[src/rtl/i2c_xfer_seq.sv]
// ---------------------------------------------------------------------------
// i2c_xfer_seq
//   Sequences a complete I2C register transaction (write or read) through a
//   byte-level I2C master. A register write is START+addr(W), reg, data+STOP;
//   a register read is START+addr(W), reg, repeated START+addr(R),
//   read+NACK+STOP. A NACK in the middle of a transfer triggers a STOP-only
//   command so the bus is released before completion is reported.
//
// Ports
//   clk, rst        sole clock, synchronous active-high reset
//   req             start a transaction (sampled only while idle)
//   rnw             1 = register read, 0 = register write
//   sla, rga, wdat  slave address, register address, write data
//   busy            transaction in progress
//   done            one-cycle completion pulse
//   err             0 OK, 1 NACK, 2 arbitration lost, 3 bus busy (held)
//   rdat            read byte, valid with done for a successful read
//   m_cmd/m_dat/m_ws  command, data and write strobe towards the master
//   m_stat/m_dati     master status and read data
//
// Configuration
//   I2C_XFER_SEQ_RETRY_EN  when defined, arbitration-lost and bus-busy
//                          results are retried from the first step after 64
//                          idle cycles, up to 3 attempts in total.
// ---------------------------------------------------------------------------
module i2c_xfer_seq (
  input  logic       clk,
  input  logic       rst,
  input  logic       req,
  input  logic       rnw,
  input  logic [6:0] sla,
  input  logic [7:0] rga,
  input  logic [7:0] wdat,
  output logic       busy,
  output logic       done,
  output logic [1:0] err,
  output logic [7:0] rdat,
  output logic [4:0] m_cmd,
  output logic [7:0] m_dat,
  output logic       m_ws,
  input  logic [6:0] m_stat,
  input  logic [7:0] m_dati
);

  // Master command bits
  localparam logic [4:0] C_STRT = 5'h01;
  localparam logic [4:0] C_STOP = 5'h02;
  localparam logic [4:0] C_READ = 5'h04;
  localparam logic [4:0] C_WRTE = 5'h08;
  localparam logic [4:0] C_NACK = 5'h10;

  // Master status bit positions
  localparam int unsigned S_DON = 0;
  localparam int unsigned S_ERR = 1;
  localparam int unsigned S_ALO = 2;
  localparam int unsigned S_BBL = 3;
  localparam int unsigned S_ACK = 4;
  localparam int unsigned S_BSY = 5;

`ifdef I2C_XFER_SEQ_RETRY_EN
  typedef enum logic [2:0] {
    ST_IDLE, ST_ISSUE, ST_SETTLE, ST_WAIT, ST_ABORT, ST_ABWT, ST_FIN, ST_RETRY
  } state_t;
`else
  typedef enum logic [2:0] {
    ST_IDLE, ST_ISSUE, ST_SETTLE, ST_WAIT, ST_ABORT, ST_ABWT, ST_FIN
  } state_t;
`endif

  state_t     state, state_n;
  logic       rnw_q;
  logic [6:0] sla_q;
  logic [7:0] rga_q, wdat_q;
  logic [1:0] step, step_n;
  logic [1:0] err_q, err_n;
  logic [7:0] rdat_q, rdat_n;
  logic       in_abort, in_abort_n;
  logic       latch;

`ifdef I2C_XFER_SEQ_RETRY_EN
  logic [1:0] tries, tries_n;
  logic [5:0] wcnt, wcnt_n;
`endif

  logic [4:0] cur_cmd;
  logic [7:0] cur_dat;
  logic       last_step;
  logic       m_idle;
  logic [1:0] code;

  // S_ALO is implied by any S_ERR without S_BBL; bit 6 is unassigned.
  logic unused_stat;
  assign unused_stat = ^{m_stat[6], m_stat[S_ALO]};

  assign m_idle = m_stat[S_DON] & ~m_stat[S_BSY];
  assign err    = err_q;
  assign rdat   = rdat_q;

  // Step table for the current transaction
  always_comb begin
    cur_cmd = '0;
    cur_dat = '0;
    case (step)
      2'd0: begin
        cur_cmd = C_STRT | C_WRTE;
        cur_dat = {sla_q, 1'b0};
      end
      2'd1: begin
        cur_cmd = C_WRTE;
        cur_dat = rga_q;
      end
      2'd2: begin
        if (rnw_q) begin
          cur_cmd = C_STRT | C_WRTE;
          cur_dat = {sla_q, 1'b1};
        end else begin
          cur_cmd = C_WRTE | C_STOP;
          cur_dat = wdat_q;
        end
      end
      default: begin
        cur_cmd = C_READ | C_NACK | C_STOP;
        cur_dat = '0;
      end
    endcase
    last_step = rnw_q ? (step == 2'd3) : (step == 2'd2);
  end

  // State and datapath registers
  always_ff @(posedge clk) begin
    if (rst) begin
      state    <= ST_IDLE;
      rnw_q    <= 1'b0;
      sla_q    <= '0;
      rga_q    <= '0;
      wdat_q   <= '0;
      step     <= '0;
      err_q    <= '0;
      rdat_q   <= '0;
      in_abort <= 1'b0;
`ifdef I2C_XFER_SEQ_RETRY_EN
      tries    <= '0;
      wcnt     <= '0;
`endif
    end else begin
      state    <= state_n;
      step     <= step_n;
      err_q    <= err_n;
      rdat_q   <= rdat_n;
      in_abort <= in_abort_n;
`ifdef I2C_XFER_SEQ_RETRY_EN
      tries    <= tries_n;
      wcnt     <= wcnt_n;
`endif
      if (latch) begin
        rnw_q  <= rnw;
        sla_q  <= sla;
        rga_q  <= rga;
        wdat_q <= wdat;
      end
    end
  end

  // Next-state and datapath update
  always_comb begin
    state_n    = state;
    step_n     = step;
    err_n      = err_q;
    rdat_n     = rdat_q;
    in_abort_n = in_abort;
    latch      = 1'b0;
    code       = '0;
`ifdef I2C_XFER_SEQ_RETRY_EN
    tries_n    = tries;
    wcnt_n     = wcnt;
`endif
    case (state)
      ST_IDLE: begin
        if (req) begin
          latch      = 1'b1;
          step_n     = '0;
          err_n      = '0;
          in_abort_n = 1'b0;
`ifdef I2C_XFER_SEQ_RETRY_EN
          tries_n    = '0;
`endif
          state_n    = ST_ISSUE;
        end
      end
      ST_ISSUE: begin
        if (!m_stat[S_BSY]) state_n = ST_SETTLE;
      end
      // Shared by the normal and the abort path; in_abort picks the wait state.
      ST_SETTLE: begin
        state_n = in_abort ? ST_ABWT : ST_WAIT;
      end
      ST_WAIT: begin
        if (m_idle) begin
          if (m_stat[S_ERR]) begin
            code = m_stat[S_BBL] ? 2'd3 : 2'd2;
`ifdef I2C_XFER_SEQ_RETRY_EN
            if (tries != 2'd2) begin
              tries_n = tries + 2'd1;
              wcnt_n  = '0;
              state_n = ST_RETRY;
            end else begin
              err_n   = code;
              state_n = ST_FIN;
            end
`else
            err_n   = code;
            state_n = ST_FIN;
`endif
          end else if ((cur_cmd & C_WRTE) != '0 && !m_stat[S_ACK]) begin
            // A step carrying STOP has already released the bus.
            err_n   = 2'd1;
            state_n = ((cur_cmd & C_STOP) != '0) ? ST_FIN : ST_ABORT;
          end else if (last_step) begin
            if (rnw_q) rdat_n = m_dati;
            state_n = ST_FIN;
          end else begin
            step_n  = step + 2'd1;
            state_n = ST_ISSUE;
          end
        end
      end
      ST_ABORT: begin
        if (!m_stat[S_BSY]) begin
          in_abort_n = 1'b1;
          state_n    = ST_SETTLE;
        end
      end
      ST_ABWT: begin
        if (m_idle) state_n = ST_FIN;
      end
      ST_FIN: begin
        state_n = ST_IDLE;
      end
`ifdef I2C_XFER_SEQ_RETRY_EN
      ST_RETRY: begin
        wcnt_n = wcnt + 6'd1;
        if (wcnt == 6'd63) begin
          step_n  = '0;
          state_n = ST_ISSUE;
        end
      end
`endif
      default: state_n = ST_IDLE;
    endcase
  end

  // Outputs
  always_comb begin
    busy  = (state != ST_IDLE) && (state != ST_FIN);
    done  = (state == ST_FIN);
    m_ws  = 1'b0;
    m_cmd = '0;
    m_dat = '0;
    if (state == ST_ISSUE && !m_stat[S_BSY]) begin
      m_ws  = 1'b1;
      m_cmd = cur_cmd;
      m_dat = cur_dat;
    end else if (state == ST_ABORT && !m_stat[S_BSY]) begin
      m_ws  = 1'b1;
      m_cmd = C_STOP;
      m_dat = '0;
    end
  end

endmodule

[config.mk]
export PLATFORM = sky130hd
export DESIGN_NAME = i2c_xfer_seq
export DESIGN_NICKNAME = d
export VERILOG_FILES = /design/src/rtl/i2c_xfer_seq.sv
export SDC_FILE = /design/constraint.sdc
export NUM_CORES = 1
export LEC_CHECK = 0
export CAP_MARGIN = 20
export CELL_PAD_IN_SITES_DETAIL_PLACEMENT = 1
export CELL_PAD_IN_SITES_GLOBAL_PLACEMENT = 2
export CORE_MARGIN = 2
export CORE_UTILIZATION = 25
export DETAILED_ROUTE_END_ITERATION = 10
export GPL_TIMING_DRIVEN = 0
export PLACE_DENSITY_LB_ADDON = 0.1
export SLEW_MARGIN = 10
export SYNTH_ARGS = -nofsm -noshare
export SYNTH_HDL_FRONTEND = slang
export SYNTH_SLANG_ARGS = --single-unit
export TNS_END_PERCENT = 50
[constraint.sdc]
create_clock -name clk -period 2.8 [get_ports clk]
set_clock_uncertainty 0.1 [all_clocks]
set_input_delay 0.84 -clock clk [delete_from_list [all_inputs] [get_ports clk]]
set_output_delay 0.84 -clock clk [all_outputs]
set_load 0.02 [all_outputs]
==> results of run 1 <==
-- critical path: stages, from the launching register on --
cell and delay, ns:
dfxtp_4 0.38, buf_6 0.16, mux2_2 0.34, a222oi_1 0.32
nor2_1 0.09, buf_2 0.17
-- final cells by class --
| cell class | count | area, sq um | area share |
|---|---|---|---|
| multi-input cells | 184 | 1117 | 0.3912 |
| flip-flops and latches | 40 | 805.8 | 0.2821 |
| well taps | 102 | 127.6 | 0.04468 |
| inverters | 8 | 30.03 | 0.01051 |
| repair buffers | 68 | 614.3 | 0.2151 |
| clock buffers | 6 | 72.57 | 0.02541 |
| clock inverters | 1 | 5.005 | 0.001752 |
| plain buffers | 15 | 83.83 | 0.02935 |
-- power by group through the flow --
stage | Sequential, mW | Clock (mW) | Combinational (mW)
6_report | 0.661 | 0.373 | 0.429
5_1_grt | 0.667 | 0.413 | 0.480
4_1_cts | 0.658 | 0.393 | 0.430
3_5_place_dp | 0.670 | 0 | 0.417
3_3_place_gp | 0.669 | 0 | 0.416
2_1_floorplan | 0.658 | 0 | 0.250
-- through the flow --
step | setup WS [ns] | cell area (sq um) | instances
5_1_grt | -0.005106 | 2856 | 424
2_1_floorplan | 0.2038 | 1994 | 248
3_5_place_dp | -1.113 | 2763 | 414
4_1_cts | 0.003896 | 2844 | 424
3_3_place_gp | -1.169 | 2763 | 414
6_report | 0.1049 | 2856 | 424
-- routing by layer --
layer | vias to the layer above | GRT usage | wire length, um
met5 | - | 0 | 0
met2 | 31 | 0.2560 | 3081
met4 | 0 | 0.04412 | 59
met1 | 916 | 0.2068 | 3053
li1 | 1005 | - | -
met3 | 4 | 0.03062 | 208
-- cells in the mapped netlist, drive strengths merged (2+ instances only) --
cell	number
nand2b	2
nor2	27
dfxtp	40
mux2i	8
inv	8
nand4	2
a211oi	2
nand2	53
a222oi	7
nor3b	2
o21ai	6
ha	5
a31oi	2
nor4	2
clkbuf	6
nor2b	6
nor3	7
buf	10
nand3b	2
mux2	8
a21oi	31
-- state kept, by name (all words and copies together) (netlist names) --
register	flops
rdat	8
err	2
rga_q	8
rnw_q	1
state	3
wdat_q	8
step	2
in_abort	1
sla_q	7
-- kinds of logic after synthesis --
logic type               share of synthesized area
AND/OR/NAND/NOR                             0.2409
AO/OA/AOI/OAI                               0.1863
flip-flops                                  0.4015
buffers and inverters                      0.05019
multiplexers                               0.08532
adder cells (fa/ha/maj)                    0.03137
XOR/XNOR                                  0.004392
-- worst paths after layout --
check,slack [ns],start,end,cells after the start
setup / recovery,0.10,rnw_q$_SDFFE_PP0P_,m_dat[5],5
hold / removal,0.36,rga_q[1]$_SDFFE_PP0P_,rga_q[1]$_SDFFE_PP0P_,2
setup reg to reg,0.67,step[0]$_SDFFE_PP0P_,step[0]$_SDFFE_PP0P_,6
hold reg to reg,0.36,rga_q[1]$_SDFFE_PP0P_,rga_q[1]$_SDFFE_PP0P_,2
-- timing repair --
item	4_1_cts	5_1_grt
resized for setup	61	19
pin swaps	3	2
hold endpoints to repair	0	0
setup endpoints to repair	16	24
setup buffers	4	0
==> impl_metrics.csv, run 1 <==
group,metric,value,unit
logic_synthesis,synth_ff_type,"dfxtp_1",
grt,gr-usage-all-layers,0.1556,
logic_synthesis,synth_nets,295,
final_layout,drive_gt1_frac,0.1615,
grt,grt_overflow,0,
detailed_routing,vias,1956,
placed_design,gp_congestion,0.8210,
sta,fmax,371.0,MHz
floorplanning,dieWidth,93.32,um
logic_synthesis,synth.distinct_cells,37,
sta,slew_violations,0,
logic_synthesis,synthArstFlopShare,0,
final_layout,final_core_util,0.3697,
power_and_ir_drop,finalPower,1.462,mW
power_and_ir_drop,swShare,0.3305,
detailed_routing,firstDrtPassIters,4,
power_and_ir_drop,p_int,979.0,uW
clock_tree,worstSkewPairLatency,0.29,ns
sta,finalSetupViolations,0,
detailed_routing,avgRoutedWirePerCell,15.10,um
final_layout,fin_nets,369,
logic_synthesis,synth_edf_count,0,
hold_path,hold_class,"reg2reg",
power_and_ir_drop,p_clk_frac,0.255,
final_layout,syn_to_final_growth,43.22,%
setup_path,cp-end-kind,"output port",
floorplanning,die_h,93.32,um
power_and_ir_drop,power.density,511.9,nW/um^2
final_layout,fillCellCount,947,
sta,hold_viol_final,0,
sta,slew-limit-headroom,0.4965,
power_and_ir_drop,pwr-share-comb,0.293,
floorplanning,row_count,32,
logic_synthesis,ys_seq_area_frac,0.4015,
sta,min_period,2.695,ns
grt,grt_max_degree,12,
floorplanning,ios,68,
final_layout,mostFrequentLayoutCell,"nand2_1",
logic_synthesis,syn_area_per_cell,8.042,sq um
detailed_routing,antenna_left,0,
logic_synthesis,ys_seq_elements,40,
detailed_routing,wl,6403,um
placed_design,dpl.hpwl,4739,um
clock_tree,cts_buffer_depth,2,
clock_tree,cts.clk_slew.worst_paths,0.08,ns
sta,worst_pin_slew,0.7496,ns
detailed_routing,drc,0,
clock_tree,cts_buffers,5,
floorplanning,die_area,8708,sq um
setup_path,crit_fanout,10,
final_layout,final_cell_mix,"53 x nand2_1, 47 x clkdlybuf4s50_1, 38 x dfxtp_1, 31 x a21oi_1, 24 x nor2_1",
placed_design,port-buffer-count,64,
logic_synthesis,synth_area,1994,sq um
sta,holdWs,0.3578,ns
logic_synthesis,yosysWarnings,0,
logic_synthesis,synthCells,248,
final_layout,diodes,0,
sta,fin_crit_sh,0.9625,
run,maxCapViolCount,0,
setup_path,critPathKind,"reg2out",
power_and_ir_drop,ir_drop,0.1588,mV
logic_synthesis,synth_area_leaders,"dfxtp_1 40%, nand2_1 10%, a21oi_1 7.8%",
floorplanning,start_util,0.2581,
power_and_ir_drop,switchingPower,483.3,uW
clock_tree,cts_max_level,2,
logic_synthesis,yosysTopAreaCellShare,0.4015,
grt,grt_pass1_vias,2069,
floorplanning,core,7727,sq um
setup_path,required,1.86,ns
detailed_routing,vias_per_cell,4.613,
logic_synthesis,yosysTopAreaCell,"dfxtp_1",
clock_tree,clock_sinks,40,
power_and_ir_drop,power.leakage,1.092,nW
setup_path,arrival,1.76,ns
clock_tree,cts_tree,"yes",
grt,antenna_found_initial,0,
clock_tree,holdBufCountCts,0,
outcome,outcome,"finished, final reports clean",
grt,grt_pass1_wl,10560,um
detailed_routing,drt_iter0_markers,58,
power_and_ir_drop,share_seq_of_total_power,0.452,
sta,tns,0,ns
setup_path,startpoint_type,"register",
clock_tree,cts_root_buf,"clkbuf_8",
Power figures use the tool's default switching activity.
==> inputs of run 2 (changes only) <==
--- a/config.mk
+++ b/config.mk
@@ -10,6 +10,7 @@
 export CELL_PAD_IN_SITES_GLOBAL_PLACEMENT = 2
 export CORE_MARGIN = 2
 export CORE_UTILIZATION = 25
+export CTS_CLUSTER_DIAMETER = 200
 export DETAILED_ROUTE_END_ITERATION = 10
 export GPL_TIMING_DRIVEN = 0
 export PLACE_DENSITY_LB_ADDON = 0.1
==> results of run 2 <==
Final layout, timing and power as in run 1 (identical DEF).
